## src/rtl/imem_loader_pkg.sv

```systemverilog
// Shared definitions for the boot-time instruction-memory loader.
package imem_loader_pkg;

    localparam int LEN_W  = 16;
    localparam int CSUM_W = 8;

    typedef enum logic [2:0] {
        S_LEN_LO,
        S_LEN_HI,
        S_DATA,
        S_CSUM,
        S_DONE,
        S_ERR
    } state_t;

    // States in which the loader takes bytes from the host stream.
    function automatic logic accepts_bytes(input state_t s);
        return (s == S_LEN_LO) || (s == S_LEN_HI) || (s == S_DATA) || (s == S_CSUM);
    endfunction

endpackage

```

## src/rtl/imem_loader_if.sv

```systemverilog
// Byte-stream input and instruction-memory write bus of the loader.
interface imem_loader_if #(
    parameter int ADDR_W = 8
) ();
    logic [7:0]        byte_data;
    logic              byte_valid;
    logic              byte_ready;
    logic              imem_we;
    logic [ADDR_W-1:0] imem_addr;
    logic [31:0]       imem_wdata;

    // Host / testbench side: drives the stream, observes the memory bus.
    modport master (
        output byte_data, byte_valid,
        input  byte_ready, imem_we, imem_addr, imem_wdata
    );

    // Loader side.
    modport slave (
        input  byte_data, byte_valid,
        output byte_ready, imem_we, imem_addr, imem_wdata
    );
endinterface

```

## src/rtl/imem_loader_byte_packer.sv

```systemverilog
// Packs four stream bytes, least significant first, into a 32-bit word.
// word_o is valid in the cycle word_done_o is high (the 4th byte is the
// live input byte, so the word can be captured without an extra cycle).
module byte_packer (
    input  logic        clk,
    input  logic        rst,
    input  logic        clear_i,
    input  logic        shift_i,
    input  logic [7:0]  byte_i,
    output logic [31:0] word_o,
    output logic        word_done_o
);
    logic [23:0] data_q;
    logic [1:0]  cnt_q;

    assign word_o      = {byte_i, data_q};
    assign word_done_o = shift_i && (cnt_q == 2'd3);

    // Shift register of the first three bytes and the byte-in-word count.
    always_ff @(posedge clk or posedge rst) begin
        if (rst) begin
            data_q <= '0;
            cnt_q  <= '0;
        end else if (clear_i) begin
            data_q <= '0;
            cnt_q  <= '0;
        end else if (shift_i) begin
            data_q <= {byte_i, data_q[23:8]};
            cnt_q  <= cnt_q + 2'd1;
        end
    end
endmodule

```

## src/rtl/imem_loader.sv

```systemverilog
// Receives a framed image (length, data words, checksum), writes it to
// instruction memory and releases the core once the image is verified.
module imem_loader
    import imem_loader_pkg::*;
#(
    parameter int ADDR_W = 8
) (
    input  logic          clk,
    input  logic          rst,
    imem_loader_if.slave  bus,
    output logic          core_rst,
    output logic          done,
    output logic          error
);
    // Largest legal word count; one bit wider so 2^LEN_W-1 compares correctly.
    localparam logic [LEN_W:0] CAPACITY = (LEN_W + 1)'(1) << ADDR_W;

    state_t              state_q, state_d;
    logic [LEN_W-1:0]    n_q, n_d;
    logic [CSUM_W-1:0]   sum_q, sum_d;
    logic [ADDR_W-1:0]   wc_q, wc_d;
    logic                we_q, we_d;
    logic [ADDR_W-1:0]   addr_q, addr_d;
    logic [31:0]         wdata_q, wdata_d;
    logic                ready_q;

    logic                transfer;
    logic                pack_clear, pack_shift;
    logic [31:0]         pack_word;
    logic                pack_done;
    logic [LEN_W-1:0]    len_full;
    logic                last_word;

    assign transfer  = bus.byte_valid && ready_q;
    // Compare against N-1 rather than counting to N so the counter never wraps.
    assign last_word = (LEN_W'(wc_q) == (n_q - LEN_W'(1)));

    byte_packer u_packer (
        .clk         (clk),
        .rst         (rst),
        .clear_i     (pack_clear),
        .shift_i     (pack_shift),
        .byte_i      (bus.byte_data),
        .word_o      (pack_word),
        .word_done_o (pack_done)
    );

    // Frame sequencing, checksum accumulation and write generation.
    always_comb begin
        state_d    = state_q;
        n_d        = n_q;
        sum_d      = sum_q;
        wc_d       = wc_q;
        we_d       = 1'b0;
        addr_d     = addr_q;
        wdata_d    = wdata_q;
        pack_clear = 1'b0;
        pack_shift = 1'b0;
        len_full   = {bus.byte_data, n_q[7:0]};
        case (state_q)
            S_LEN_LO: begin
                if (transfer) begin
                    n_d[7:0] = bus.byte_data;
                    state_d  = S_LEN_HI;
                end
            end
            S_LEN_HI: begin
                if (transfer) begin
                    n_d[LEN_W-1:8] = bus.byte_data;
                    pack_clear     = 1'b1;
                    sum_d          = '0;
                    wc_d           = '0;
                    if ({1'b0, len_full} > CAPACITY) begin
                        state_d = S_ERR;
                    end else if (len_full == '0) begin
                        state_d = S_CSUM;
                    end else begin
                        state_d = S_DATA;
                    end
                end
            end
            S_DATA: begin
                if (transfer) begin
                    pack_shift = 1'b1;
                    sum_d      = sum_q + bus.byte_data;
                    if (pack_done) begin
                        we_d    = 1'b1;
                        addr_d  = wc_q;
                        wdata_d = pack_word;
                        if (last_word) begin
                            state_d = S_CSUM;
                        end else begin
                            wc_d = wc_q + ADDR_W'(1);
                        end
                    end
                end
            end
            S_CSUM: begin
                if (transfer) begin
                    state_d = (bus.byte_data == sum_q) ? S_DONE : S_ERR;
                end
            end
            default: ;
        endcase
    end

    // State, counters and registered outputs; ready follows the next state so
    // it is low during reset and rises on the first clock after release.
    always_ff @(posedge clk or posedge rst) begin
        if (rst) begin
            state_q <= S_LEN_LO;
            n_q     <= '0;
            sum_q   <= '0;
            wc_q    <= '0;
            we_q    <= 1'b0;
            addr_q  <= '0;
            wdata_q <= '0;
            ready_q <= 1'b0;
        end else begin
            state_q <= state_d;
            n_q     <= n_d;
            sum_q   <= sum_d;
            wc_q    <= wc_d;
            we_q    <= we_d;
            addr_q  <= addr_d;
            wdata_q <= wdata_d;
            ready_q <= accepts_bytes(state_d);
        end
    end

    assign bus.byte_ready = ready_q;
    assign bus.imem_we    = we_q;
    assign bus.imem_addr  = addr_q;
    assign bus.imem_wdata = wdata_q;
    assign done           = (state_q == S_DONE);
    assign error          = (state_q == S_ERR);
    assign core_rst       = (state_q != S_DONE);
endmodule

```

## src/flat_wrapper.sv

```systemverilog
// flat-port wrapper written by rule: the top's interface ports become plain ports
module imem_loader_flat import imem_loader_pkg::*;
#(
    parameter int ADDR_W = 8
)
  (clk, rst, core_rst, done, error, bus_byte_data, bus_byte_valid, bus_byte_ready, bus_imem_we, bus_imem_addr, bus_imem_wdata);
  imem_loader_if #(.ADDR_W(ADDR_W)) bus_i ();
  input  logic clk;
  input  logic rst;
  output logic core_rst;
  output logic done;
  output logic error;
  input wire logic [$bits(bus_i.byte_data)-1:0] bus_byte_data;
  input wire logic [$bits(bus_i.byte_valid)-1:0] bus_byte_valid;
  output wire logic [$bits(bus_i.byte_ready)-1:0] bus_byte_ready;
  output wire logic [$bits(bus_i.imem_we)-1:0] bus_imem_we;
  output wire logic [$bits(bus_i.imem_addr)-1:0] bus_imem_addr;
  output wire logic [$bits(bus_i.imem_wdata)-1:0] bus_imem_wdata;
  assign bus_i.byte_data = bus_byte_data;
  assign bus_i.byte_valid = bus_byte_valid;
  assign bus_byte_ready = bus_i.byte_ready;
  assign bus_imem_we = bus_i.imem_we;
  assign bus_imem_addr = bus_i.imem_addr;
  assign bus_imem_wdata = bus_i.imem_wdata;
  imem_loader #(.ADDR_W(ADDR_W)) u_core (.clk(clk), .rst(rst), .bus(bus_i), .core_rst(core_rst), .done(done), .error(error));
endmodule
```

## config.mk

```make
export PLATFORM = sky130hd
export DESIGN_NAME = imem_loader_flat
export DESIGN_NICKNAME = d
export VERILOG_FILES = /design/src/rtl/imem_loader_pkg.sv /design/src/rtl/imem_loader_if.sv /design/src/rtl/imem_loader_byte_packer.sv /design/src/rtl/imem_loader.sv /design/src/flat_wrapper.sv
export SDC_FILE = /design/constraint.sdc
export NUM_CORES = 1
export LEC_CHECK = 0
export BUFFER_PORTS_ARGS = -buffer_cell sky130_fd_sc_hd__buf_2
export CELL_PAD_IN_SITES_DETAIL_PLACEMENT = 0
export CELL_PAD_IN_SITES_GLOBAL_PLACEMENT = 2
export CORE_ASPECT_RATIO = 0.9
export CORE_MARGIN = 8
export CORE_UTILIZATION = 39
export CTS_CLUSTER_SIZE = 10
export DETAILED_ROUTE_END_ITERATION = 10
export PLACE_DENSITY_LB_ADDON = 0.1
export SETUP_SLACK_MARGIN = 0.05
export SKIP_CTS_REPAIR_TIMING = 1
export SYNTH_ARGS = -nofsm -noshare
export SYNTH_HDL_FRONTEND = slang
export SYNTH_SLANG_ARGS = --single-unit
export TNS_END_PERCENT = 1
```

## constraint.sdc

```tcl
create_clock -name clk -period 5.9 [get_ports clk]
set_input_delay 1.77 -clock clk [delete_from_list [all_inputs] [get_ports clk]]
set_output_delay 1.77 -clock clk [all_outputs]
set_load 0.1 [all_outputs]
```

== Word level (Yosys, flattened, before mapping) ==
Cells that the tools add are included.

* Bits in registers: 103
* Output and inout bits: 45

* $add $sub $neg: 4
* $lt $le $gt $ge: 1
* Equality and inequality tests: 16
* Multiplexer cells: 27
* Reduce and logical (&&, ||, !) cells: 15

{| class="wikitable"
|+ Operators with widths
! kind !! number
|-
| 2-to-1 mux 24 bit || 2
|-
| 2-to-1 mux 8 bit || 5
|-
| case mux 8 bit (2 select lines) || 2
|-
| 2-to-1 mux 3 bit || 7
|-
| == test 8 x 16 -> 1 bit || 1
|-
| > comparator 16 x 9 -> 1 bit (second input constant) || 1
|-
| logical NOT 16 bit || 1
|-
| subtractor 16 x 1 -> 16 bit (second input constant) || 1
|-
| == test 3 x 2 -> 1 bit (second input constant) || 4
|-
| case mux 3 bit (4 select lines) || 1
|-
| adder 8 x 1 -> 8 bit (second input constant) || 1
|-
| adder 8 bit || 1
|-
| == test 8 bit || 1
|-
| 2-to-1 mux 1 bit || 8
|-
| == test 3 x 1 -> 1 bit (second input constant) || 2
|-
| == test 3 bit (second input constant) || 2
|-
| logical NOT 3 bit || 2
|-
| inequality test 2 x 1 -> 1 bit (second input constant) || 3
|-
| AND reduction 3 bit || 2
|-
| AND reduction 5 bit || 1
|-
| 2-to-1 mux 2 bit || 2
|-
| AND reduction 2 bit || 2
|-
| nonzero test 2 bit || 2
|-
| logical OR 1 bit || 3
|-
| other kinds (5) || 6
|}

== Longest topological paths before layout ==
* Depth after elaboration: 11
* Gate-level depth with buffers: 10
* Mapped depth without buffers: 9

== Hierarchy ==
Synthesis repeated with hierarchy kept, for this count alone.

* Cell total of the unflattened synthesis: 512
* Area total of the unflattened synthesis: 4899.7 um2

{| class="wikitable"
|+ Modules (own cells, without submodules)
! module !! times used !! cells an instance !! area an instance (um2)
|-
| imem_loader || 1 || 417 || 3741.1
|-
| byte_packer || 1 || 95 || 1158.6
|}

== Least setup slack after synthesis ==
Ideal clock, no wire load.

* Path type: reg2out
* From: register u_core.state_q[1]
* To: output port done
* Arrival: 1.975 ns
* Slack: 2.155 ns
* Stages on the path, launching flop included: 4
* Path buffers: 1
* Path through: dfrtp_1 clkbuf_1 or3b_2 inv_1

* Cells in the longest elaborated chain, start to end: 1

{| class="wikitable"
|+ Ends and longest elaborated chain
! element !! line !! source
|-
| from (decl) || imem_loader.sv:18 || <nowiki>state_t state_q, state_d;</nowiki>
|-
| from (signal assigned) || imem_loader.sv:120 || <nowiki>state_q <= state_d;</nowiki>
|-
| == test 3 bit || imem_loader.sv:135 || <nowiki>assign done = (state_q == S_DONE);</nowiki>
|-
| to (decl) || flat_wrapper.sv:11 || <nowiki>output logic done;</nowiki>
|}

Every way passes these cells.

== Final worst setup path ==
* From: input port bus_byte_valid
* To: register u_core.wc_q[7]

* Cells in the longest elaborated chain, start to end: 6
* Elaborated cells between the ends (all ways): 8

{| class="wikitable"
|+ Ends and longest elaborated chain
! element !! line !! source
|-
| from (decl) || flat_wrapper.sv:14 || <nowiki>input wire logic [$bits(bus_i.byte_valid)-1:0] bus_byte_valid;</nowiki>
|-
| logical AND 1 bit (*) || imem_loader.sv:34 || <nowiki>assign transfer = bus.byte_valid && ready_q;</nowiki>
|-
| 2-to-1 mux 1 bit || imem_loader.sv:83 || <nowiki>if (transfer) begin</nowiki>
|-
| 2-to-1 mux 1 bit || imem_loader.sv:60 || <nowiki>case (state_q)</nowiki>
|-
| logical AND 1 bit || imem_loader_byte_packer.sv:17 || <nowiki>assign word_done_o = shift_i && (cnt_q == 2'd3);</nowiki>
|-
| inequality test 2 x 1 -> 1 bit (no line) || n/a ||
|-
| AND reduction 5 bit (no line) (*) || n/a ||
|-
| to (signal assigned) || imem_loader.sv:123 || <nowiki>wc_q <= wc_d;</nowiki>
|-
| to (decl) || imem_loader.sv:21 || <nowiki>logic [ADDR_W-1:0] wc_q, wc_d;</nowiki>
|}

Every way passes the cells marked *; elsewhere a longest branch is shown, timed or not.
A chain may end at the register's enable or synchronous reset.

==> results.md <==
- Status: completed
- Worst path max stage delay: 0.55 ns
- Max Clock Skew: around 0.0041 ns
- Maximum fanout along the worst path: between 40 and 50
- Overall power: a little under 2000 uW
- Async SR Flop Fraction: 100.0%
- Share of cells above drive strength 1: 15.97%
- Most common cell after layout, fill and taps aside: nand2_1
- Unique masters post-synth: 53
- Vias in the first global route: 3836
- Fin util: ~45%
- Tot GR Track Use: 16.04%
- Layout Cells excl Fill: 759
- CTS tree: built
- Die width: between 100 and 150 um
- Fin crit period: around 3.7 ns
- Post-DR wirelength/cell: 16.49 um
- First-pass GRT wire length: roughly 21000 um
- CTS sink cnt: ~100
- CP Capture Point: u_core.wc_q[7]$_DFFE_PP0P_
- Number of buffers created by CTS: 9
- DR iter-0 viols: a little under 300
- DRC viols: 0
- Worst slew pin tran: 1.010 ns
- Worst setup path category: input pin to register
- Slew HR: 32.66%
- Met3 Usage GRT: 4.173%
- Placed insts: about 740
- Final wirelength: approximately 13000 um
- Hold Path Class: register to register
- EDFF count, synth: 0
- Most frequent cells in the layout: nand2_1 (204), dfrtp_1 (103), buf_2 (55)
- Worst EP required: 6.17 ns
- CP Data Arrival Time: about 3.9 ns
- Post-Syn Nets: ~570
- Global route overflow: 0
- DR pass1 iterations: 5
- Setup TNS Final: 0 ns
- Largest net degree at the start of global routing: 81
- Most used DFF post-synth: dfrtp_1
- Max Cap Viol: 0
- Core Area: 12490 um^2
- Flop-to-flop setup slack: around 3.0 ns
- Die Area: approximately 16000 um^2
- CP Launch Point: bus_byte_valid
- Clock transition at path regs: 0.07 ns
- Unrepaired setup endpoints after global routing: false
- CP Capture Type: register
- Leakage power: between 0.002 and 0.003 uW
- Period utilization: 61.99%
- Worst path slowest cell: or4_1
- Syn Area/Cell: 8.915 um^2
- Clock buffer depth: 2
- Initial antenna violation count: 0
- Yosys Warn Count: 0
- Post-synthesis cell area: roughly 5000 um^2
- Reg2reg start: u_core.n_q[0]$_DFFE_PP0P_
- Dpl hpwl: 8433 um
- PwrDens: ~350 nW/um^2
- Vias per cell: 5.063
- Routability cong.: 0.7883
- Final antenna-violating net count: 0
- Peak supply drop: 0.1993 mV
- Syn Inst Count: 550
- Max H-tree Level: 3
- Final Setup Violations: 0
- R2R depth: 9
- CP top delay family: simple AND/OR/NAND/NOR gates
- Root Buffer: clkbuf_16
- Critical path startpoint category: input pin
- Buf/Inv on CP: 4
- Site Rows: 39
- Die Span Y: about 120 um
- Crit path top cell by count: buf_4
- Via count: 3843
- Area Growth Syn to Fin: 13.68%
- Final Hold Viols: 0
- Register area share after synthesis: 52.56%
- Ant diodes: 0
- Starting Density: 39.25%
- Pins over their slew limit: 0
- Worst-path cell chain: buf_2, nand3b_1, nor2_2, buf_4, nand2_1, buf_4, clkinv_1, o31ai_2, or4_1, a21oi_1
- GR Layer Usage met1: 22.33%
- Clk Latency, worst-skew pair: 0.35 ns
- Final #Nets: 612
- Most Crowded Layer GR: met2
- Seq cells post-synth: around 100
- Peak Freq: 0.2734 GHz
- Met2 usage: 24.73%
- Port Buffers: 55
- Ports: 56
- End of the worst register-to-register path: u_core.wc_q[3]$_DFFE_PP0P_
- Stages on the worst setup path: 10
[cell type report]
class / instances / area (um^2)
Tap cell: 164 / 205.2
Fill cell: 1255 / 6918
Clock buffer: 12 / 256.5
Clock inverter: 4 / 28.78
Inverter: 14 / 55.05
Multi-Input combinational cell: 402 / 2138
Sequential cell: 103 / 2577
Timing Repair Buffer: 60 / 312.8
[cells by family after synthesis]
group | count (synthesis) | synth area share [%]
buffers and inverters | 45 | 3.929
xor gates and xnor gates | 15 | 2.679
DFF | 103 | 52.56
muxes | 8 | 1.837
and+or+nand+nor | 281 | 25.13
AOI/OAI and AO/OA | 87 | 10.90
adders and majority gates | 11 | 2.960
[how the worst min path moves through the flow]
stage / from / to / cells past startpoint
floorplan: u_core.u_packer.data_q[0]$_DFFE_PP0P_ / u_core.bus.imem_wdata[0]$_DFFE_PP0P_ / 2
global placement: u_core.bus.imem_wdata[4]$_DFFE_PP0P_ / u_core.bus.imem_wdata[4]$_DFFE_PP0P_ / 2
detailed placement: u_core.bus.imem_wdata[26]$_DFFE_PP0P_ / u_core.bus.imem_wdata[26]$_DFFE_PP0P_ / 2
CTS: u_core.bus.imem_wdata[0]$_DFFE_PP0P_ / u_core.bus.imem_wdata[0]$_DFFE_PP0P_ / 2
global route: u_core.bus.imem_wdata[1]$_DFFE_PP0P_ / u_core.bus.imem_wdata[1]$_DFFE_PP0P_ / 2
finish: u_core.bus.imem_wdata[27]$_DFFE_PP0P_ / u_core.bus.imem_wdata[27]$_DFFE_PP0P_ / 2
[cell usage after synthesis (4+ instances only)]
| library cell | count | area [um^2] |
|---|---|---|
| nand2_1 | 204 | 765.7 |
| dfrtp_1 | 103 | 2577 |
| o21ai_0 | 29 | 145.1 |
| clkbuf_1 | 27 | 101.4 |
| a21oi_1 | 23 | 115.1 |
| nor2_1 | 16 | 60.06 |
| nand3_1 | 14 | 70.07 |
| inv_1 | 13 | 48.80 |
| ha_1 | 10 | 125.1 |
| mux2_2 | 8 | 90.09 |
| xnor2_1 | 8 | 70.07 |
| xor2_1 | 7 | 61.31 |
| nor4_1 | 6 | 37.54 |
| or3_1 | 6 | 37.54 |
| a31oi_1 | 5 | 31.28 |
| nand2b_1 | 4 | 25.02 |
| nand3b_1 | 4 | 30.03 |
| nor2b_1 | 4 | 25.02 |
| nor3_1 | 4 | 20.02 |
| or4_1 | 4 | 30.03 |
[tightest hold or removal path: stages, from the launching register on]
cell	delay, ns
dfrtp_1	0.34
nand2_1	0.05
nand2_1	0.05
[through the flow]
step	hold slack (ns)	setup slack, ns	instance area (um^2)
final	0.4693	2.242	5574
after global routing	0.4982	2.046	5574
after CTS	0.4759	2.243	5574
after detailed placement	0.4576	1.869	5289
after global placement	0.4571	1.934	5289
after floorplan	0.4386	1.426	4903
[power breakdown]
part           internal, uW  switching [uW]  leakage [uW]
clock network           310             266      0.000135
registers               777             123       0.00140
logic                   178             309       0.00126
total                  1270             698       0.00280
[metal layers]
metal,wire [um],vias to the layer above
met5,0,-
met4,93,0
met3,570,8
met2,5707,64
met1,6141,1855
li1,-,1916
[sequential cells by signal, summed over array words and instances, names as in the netlist]
signal,count
u_core.bus.imem_wdata,32
u_core.u_packer.data_q,24
u_core.n_q,16
u_core.bus.imem_addr,8
u_core.sum_q,8
u_core.wc_q,8
u_core.state_q,3
u_core.u_packer.cnt_q,2
u_core.bus.byte_ready,1
u_core.bus.imem_we,1
Power figures use the tool's default switching activity.
